<file path="config.mk">
export PLATFORM = sky130hd
export DESIGN_NAME = wb_stage_buf
export DESIGN_NICKNAME = d
export VERILOG_FILES = /design/src/rtl/wb_stage_buf.sv
export SDC_FILE = /design/constraint.sdc
export NUM_CORES = 1
export LEC_CHECK = 0
export BUFFER_PORTS_ARGS = -buffer_cell sky130_fd_sc_hd__buf_2
export CORE_MARGIN = 10
export CORE_UTILIZATION = 35
export DETAILED_ROUTE_END_ITERATION = 12
export PLACE_DENSITY = 0.62
export SETUP_SLACK_MARGIN = 0.02
export SLEW_MARGIN = 20
export SYNTH_ARGS = -nofsm -noshare
export SYNTH_HDL_FRONTEND = slang
export SYNTH_SLANG_ARGS = --single-unit
</file>
<file path="constraint.sdc">
create_clock -name clk -period 2.4 [get_ports clk]
set_input_delay 0 -clock clk [delete_from_list [all_inputs] [get_ports clk]]
set_output_delay 0 -clock clk [all_outputs]
set_load 0.01 [all_outputs]
</file>
<file path="src/rtl/wb_stage_buf.sv">
// Writeback stage: a 2-entry in-order result buffer between MEM and the register-file write port.
// Results are formatted and alignment-checked when they are accepted, then stored.
module wb_stage_buf #(
  parameter  int unsigned XLEN    = 32,
  parameter  int unsigned RADDR_W = 5,
  parameter  int unsigned RET_W   = 64,
  localparam int unsigned LANE_W  = $clog2(XLEN/8)
) (
  input  logic               clk,
  input  logic               reset_n,
  input  logic               hazard_stall,
  input  logic               hazard_flush,
  input  logic               in_valid,
  output logic               in_ready,
  input  logic [XLEN-1:0]    in_pc,
  input  logic [XLEN-1:0]    in_alu,
  input  logic [XLEN-1:0]    in_rdata,
  input  logic [XLEN-1:0]    in_csr,
  input  logic [1:0]         in_src_sel,
  input  logic [1:0]         in_size,
  input  logic               in_unsigned,
  input  logic [LANE_W-1:0]  in_addr_lo,
  input  logic [RADDR_W-1:0] in_rd,
  input  logic               in_regwrite,
  output logic               wb_valid,
  input  logic               wb_ready,
  output logic               wb_we,
  output logic [RADDR_W-1:0] wb_rd,
  output logic [XLEN-1:0]    wb_data,
  output logic [XLEN-1:0]    wb_pc,
  output logic               wb_misaligned,
  output logic [RET_W-1:0]   instret
);

  typedef struct packed {
    logic [XLEN-1:0]    data;
    logic [XLEN-1:0]    pc;
    logic [RADDR_W-1:0] rd;
    logic               regwrite;
    logic               misaligned;
  } entry_t;

  entry_t           e0, e1, new_e;
  logic [1:0]       count;
  logic [RET_W-1:0] instret_q;
  logic             enq, deq;

  logic [63:0]      raw64, shifted, ext;
  logic             sx, load_mis;

  assign in_ready = (count < 2'd2);
  assign wb_valid = (count != 2'd0);
  assign enq      = in_valid & in_ready & ~hazard_stall & ~hazard_flush;
  assign deq      = wb_valid & wb_ready & ~hazard_stall & ~hazard_flush;

  // Loads are extracted in a 64-bit frame so one path serves both XLEN=32 and XLEN=64.
  always_comb begin
    raw64    = 64'(in_rdata);
    shifted  = raw64 >> {in_addr_lo, 3'b000};
    sx       = 1'b0;
    ext      = '0;
    load_mis = 1'b0;
    unique case (in_size)
      2'b00: begin
        sx  = ~in_unsigned & shifted[7];
        ext = {{56{sx}}, shifted[7:0]};
      end
      2'b01: begin
        sx       = ~in_unsigned & shifted[15];
        ext      = {{48{sx}}, shifted[15:0]};
        load_mis = in_addr_lo[0];
      end
      2'b10: begin
        sx       = ~in_unsigned & shifted[31];
        ext      = {{32{sx}}, shifted[31:0]};
        load_mis = |in_addr_lo[1:0];
      end
      default: begin
        ext      = shifted;
        load_mis = (XLEN == 32) ? 1'b1 : |in_addr_lo;
      end
    endcase

    new_e            = '0;
    new_e.pc         = in_pc;
    new_e.rd         = in_rd;
    new_e.regwrite   = in_regwrite;
    unique case (in_src_sel)
      2'b00: new_e.data = in_alu;
      2'b01: begin
        new_e.misaligned = load_mis;
        new_e.data       = load_mis ? '0 : ext[XLEN-1:0];
      end
      2'b10: new_e.data = in_pc + XLEN'(4);
      default: new_e.data = in_csr;
    endcase
  end

  always_ff @(posedge clk or negedge reset_n) begin
    if (!reset_n) begin
      count     <= '0;
      e0        <= '0;
      e1        <= '0;
      instret_q <= '0;
    end else if (hazard_flush) begin
      count <= '0;
    end else begin
      if (deq) instret_q <= instret_q + RET_W'(1);
      unique case ({enq, deq})
        2'b10: begin
          if (count == 2'd0) e0 <= new_e;
          else               e1 <= new_e;
          count <= count + 2'd1;
        end
        2'b01: begin
          e0    <= e1;
          count <= count - 2'd1;
        end
        2'b11: begin
          if (count == 2'd1) e0 <= new_e;
          else begin
            e0 <= e1;
            e1 <= new_e;
          end
        end
        default: ;
      endcase
    end
  end

  assign wb_we         = wb_valid & e0.regwrite & (e0.rd != '0) & ~e0.misaligned;
  assign wb_rd         = wb_valid ? e0.rd : '0;
  assign wb_data       = wb_valid ? e0.data : '0;
  assign wb_pc         = wb_valid ? e0.pc : '0;
  assign wb_misaligned = wb_valid & e0.misaligned;
  assign instret       = instret_q;

endmodule
</file>
* Word level (Yosys, flattened, before mapping)
Index checks and enable logic that the tools add are counted. Widths: inputs -> output; s select.
Operators by class: shift-type cells 1, add/subtract/negate cells 4, eq/ne operators 11, bitwise logic cells 16, $lt $le $gt $ge 1, multiplexer cells 16, reduce and logical (&&, ||, !) cells 12
Operators with widths (count):
- $mux 71 | 4
- $pmux 71 s3 | 1
- $pmux 32 s3 | 2
- $pmux 71 s2 | 1
- $mux 32 | 3
- $add 64x1->64 const B | 1
- $add 32x3->32 const B | 1
- $shr 32x5->32 | 1
- $and 1x1->1 | 12
- $eq 2x1->1 const B | 4
- $eq 2x2->1 const B | 4
- $logic_not 2->1 | 3
- $ne 2x2->1 const B | 3
- $reduce_bool 3->1 | 2
- $mux 5 | 1
- $reduce_bool 5->1 | 1
- $not 1->1 | 4
- $pmux 2 s2 | 1
- $reduce_and 4->1 | 1
- $reduce_bool 2->1 | 2
- $pmux 1 s3 | 1
- $reduce_and 3->1 | 1
- $add 2x1->2 const B | 1
- $lt 2x2->1 const B | 1
- 5 further kinds | 5
Word-level totals: logic and storage cells 73, output and inout port bits 137, input port bits 147, register bits 208

* Logic depth before layout (Yosys ltp)
word-level depth 7, mapped depth 10, gate-level depth less buffers 8

* Worst setup path after synthesis
No wires, ideal clock.
kind flip-flop to flip-flop, start point reg count[1], end point reg instret_q[36] (netlist: instret[36]), clock period less this slack 2405 ps, arrival 2279 ps, setup time 126 ps, data required time 2274 ps, cell stages (with the launch flop) 10, buffers on the path 1, setup slack -5 ps, path through dfrtp_1 inv_1 ha_1 nor4b_4 nand3_2 nor4_4 and2_1 buf_2 nand4_1 xnor2_1
Between the ends: word-level cells in the longest chain between the ends 5
Ends and longest elaborated chain:
- from (decl) | RTL line 44 | logic [1:0] count;
- from (signal assigned) | RTL line 113 | count <= count + 2'd1;
- from (signal assigned) | RTL line 117 | count <= count - 2'd1;
- $reduce_bool 2->1 | RTL line 52 | assign wb_valid = (count != 2'd0);
- $and 1x1->1 (3 in series) | RTL line 54 | assign deq = wb_valid & wb_ready & ~hazard_stall & ~hazard_flush;
- $reduce_and 2->1 (no source line)
- to (signal assigned) | RTL line 108 | if (deq) instret_q <= instret_q + RET_W'(1);
- to (decl) | RTL line 45 | logic [RET_W-1:0] instret_q;
No other way between the ends. A chain may end at the register's enable or synchronous reset.

* Worst setup path after layout
start point reg instret_q[22] (netlist: instret[22]), end point reg instret_q[36] (netlist: instret[36])
Between the ends: word-level cells in the longest chain between the ends 1
Ends and longest elaborated chain (RTL line):
- $add 64x1->64 | 108
No other way between the ends.

==> results.py <==
metrics = {
    "critical_path": {
        "cp_max_fo": 6,
        "cp-startpoint": "instret[22]",
        "worstPathRequired_ns": 2.80,
        "path_class": "register to register",
        "end_kind": "register",
        "rr_worst_depth": 8,
        "worstReg2RegEnd": "instret[36]",
        "cp.arrival_ns": 2.68,
        "cp-endpoint": "instret[36]",
        "r2r_slack_ns": 0.12,
        "start_kind": "register",
        "r2r_start": "instret[22]",
    },
    "clocking": {
        "htreeDepth": 1,
        "clkLatencyLatePin_ns": 0.52,
        "root_buffer": "clkbuf_16",
        "cts_tree": "built",
        "cts.clk_slew.worst_paths_ns": 0.06,
        "cts_buffers": 25,
        "clock-sinks": 208,
        "clock_path_buffers": 3,
    },
    "outcome": {
        "outcome": "complete, but fails checks",
        "violations": "negative hold slack",
    },
    "yosys": {
        "avgSynthCellArea_sq_um": 8.66,
        "synth_common_cells": "nand2_1, dfrtp_1, nor2_1",
        "ys_ff_latch": 208,
        "synth_area_leader_cell": "dfrtp_1",
        "synthCells": 1321,
        "synth_edf_count": 0,
        "synth_most_common_cell": "nand2_1",
        "netlist.area_leader.share_pct": 45.5,
        "synth_fp_nets": 1472,
        "ys_types": 70,
        "synthArstFlopShare_pct": 100,
        "ys_seq_area_share_pct": 45.5,
        "ys.flop_type": "dfrtp_1",
        "synth_area_sq_mm": 0.0114,
        "yosys_warnings": 0,
        "ys_top_cells_by_area": "dfrtp_1, nand2_1, xnor2_1",
    },
    "power_and_ir_drop": {
        "ir_worst_vdd_mv": 0.464,
        "power_density_mw_per_mm2": 725,
        "p_leak_nw": 7.39,
    },
    "floorplanning": {
        "core_area_sq_mm": 0.0324,
        "die_width_um": 201,
        "dieArea_sq_mm": 0.0403,
        "die-height_um": 201,
        "ios": 284,
        "fp-row-count": 66,
        "initial_core_util_pct": 35.3,
    },
    "global_routing": {
        "overflow": 0,
        "grt_pass1_wl_um": 67800,
        "grt_antenna_before_repair": 2,
        "grt_use_total_pct": 20.8,
        "grt_max_degree": 62,
        "grt_pass1_vias": 11500,
    },
    "routing": {
        "vias": 11400,
        "drt_iter0_drc": 1016,
        "firstDrtPassIters": 7,
        "drcViolationCount": 0,
        "routed_wl_um": 43300,
        "viasPerCell": 5.27,
        "wl_per_cell_um": 20.0,
        "antenna_left": 0,
    },
    "timing": {
        "tightest_slew_ns": 0.783,
        "drv_slew": 0,
        "slew_headroom_pct": 47.8,
        "period_needed_ns": 2.28,
        "fin_skew_ns": 0.0139,
        "hold_viol_final": 1,
        "min_period_over_period_pct": 95.1,
        "rsz0062_at_grt": "yes",
        "setup_violations": 0,
        "setup_tns_ns": 0,
        "whs_ns": -0.000158,
        "max_freq_ghz": 0.438,
    },
    "finish": {
        "final_net_count": 1853,
        "final_layout_size_suffix_gt1_share_pct": 25.0,
        "nFillCells": 3182,
        "multi_input_area_sq_mm": 0.00589,
        "area_delta_synth_final_pct": 35.1,
        "fin_cells": 2160,
        "seq_area_sq_mm": 0.00520,
        "n_antenna_cell": 0,
    },
    "place": {
        "dp.cells": 2023,
        "io_buffers": 283,
        "dp_hpwl_um": 32500,
        "gp_congestion": 0.922,
    },
    "hold_path": {
        "hold_class": "input pin to asynchronous set/reset pin",
    },
    "flow_run": {
        "drv_cap": 0,
    },
}
[how the worst min path moves through the flow]
stage | endpoint | slack (ns) | from | cells past startpoint
after floorplan | count[0] | -0.30 | reset_n | 0
after global placement | instret[2] | -0.007 | reset_n | 1
after detailed placement | instret[0] | -0.007 | reset_n | 1
after CTS | instret[0] | 0.002 | reset_n | 2
after global routing | instret[0] | 0.03 | reset_n | 2
final | instret[0] | -0.0002 | reset_n | 2
[per-stage QoR]
stage	total power [mW]	hold WS (ns)	cell area, sq um	utilization, %	setup WS (ns)
CTS	11.3	0.00187	15400	47.5	0.0243
global route	11.8	0.0327	15400	47.7	-0.0486
global placement	7.33	-0.00728	13700	42.3	0.0627
finish	11.2	-0.000158	15400	47.7	0.118
detailed placement	7.40	-0.00681	13700	42.3	0.0349
floorplan	6.29	-0.296	11400	-	0.0576
[worst max-delay path, stage by stage, from the launching register on]
cell and delay, ns:
dfrtp_1 0.39, nand3_1 0.15, or4_4 0.54, buf_4 0.17, nor4_4 0.25, buf_4 0.18, and2_2 0.22, nand4_1 0.13
xnor2_1 0.14
[state kept, by name, indices dropped and copies added, names as in the netlist]
signal,cells
count,2
e1,71
e0,71
instret,64
[final cells by class]
cell class,count,share of cell area (%)
clock buffers,34,4.46
clock inverters,9,0.648
inverters,19,0.462
multi-input cells,1009,38.2
flip-flops and latches,208,33.7
well taps,442,3.58
repair buffers,439,19.0
[power by group]
part,internal (mW),switching [mW]
clock,2.21,1.50
sequential,4.40,0.518
combinational,1.17,1.39
[cell families (layout without fill, tap and decap cells)]
group                      count (synthesis)  count (layout)  synth area share, %
AOI/OAI and AO/OA                        253             253                 14.2
xor gates and xnor gates                  83              83                 6.36
adders and majority gates                  4               4                0.438
buffers and inverters                    104             501                 3.55
DFF                                      208             208                 45.5
muxes                                     40              40                 3.79
and+or+nand+nor                          629             629                 26.1
[repair_timing]
item	in CTS	in global routing
endpoints found under the setup margin	1	33
pin swaps	0	5
resized for setup	1	11
buffers inserted	0	5
hold buffers	89	0
hold endpoints to repair	340	0
[cell usage in the layout, fill, tap and decap left out, types with 8 or more instances in the layout]
| master | count |
|---|---|
| inv_1 | 17 |
| mux2_2 | 16 |
| o211ai_1 | 9 |
| buf_12 | 9 |
| dlygate4sd3_1 | 89 |
| buf_2 | 282 |
| buf_4 | 58 |
| nor2b_1 | 75 |
| nor4_1 | 8 |
| nand4_1 | 18 |
| a211oi_1 | 9 |
| a31oi_1 | 50 |
| and4_1 | 8 |
| clkbuf_16 | 25 |
| xnor2_1 | 58 |
| a22oi_1 | 17 |
| a221oi_1 | 10 |
| xor2_1 | 25 |
| nand3_1 | 45 |
| nand2_1 | 302 |
| and3_1 | 16 |
| nor3_1 | 10 |
| o21ai_0 | 62 |
| dfrtp_1 | 208 |
| a21oi_1 | 41 |
| nand2b_1 | 8 |
| nor2_1 | 104 |
| mux2i_1 | 23 |
[routing by layer]
| metal | global-route usage [%] | routed length [um] | vias up | part of all wire [%] |
|---|---|---|---|---|
| li1 | - | - | 5328 | - |
| met2 | 33.0 | 19300 | 568 | 45 |
| met5 | 0 | 27 | - | 0.062 |
| met1 | 28.3 | 19300 | 5421 | 45 |
| met4 | 4.95 | 1020 | 4 | 2.3 |
| met3 | 4.62 | 3640 | 66 | 8.4 |
Note: power is estimated with default switching activity, not from simulation.
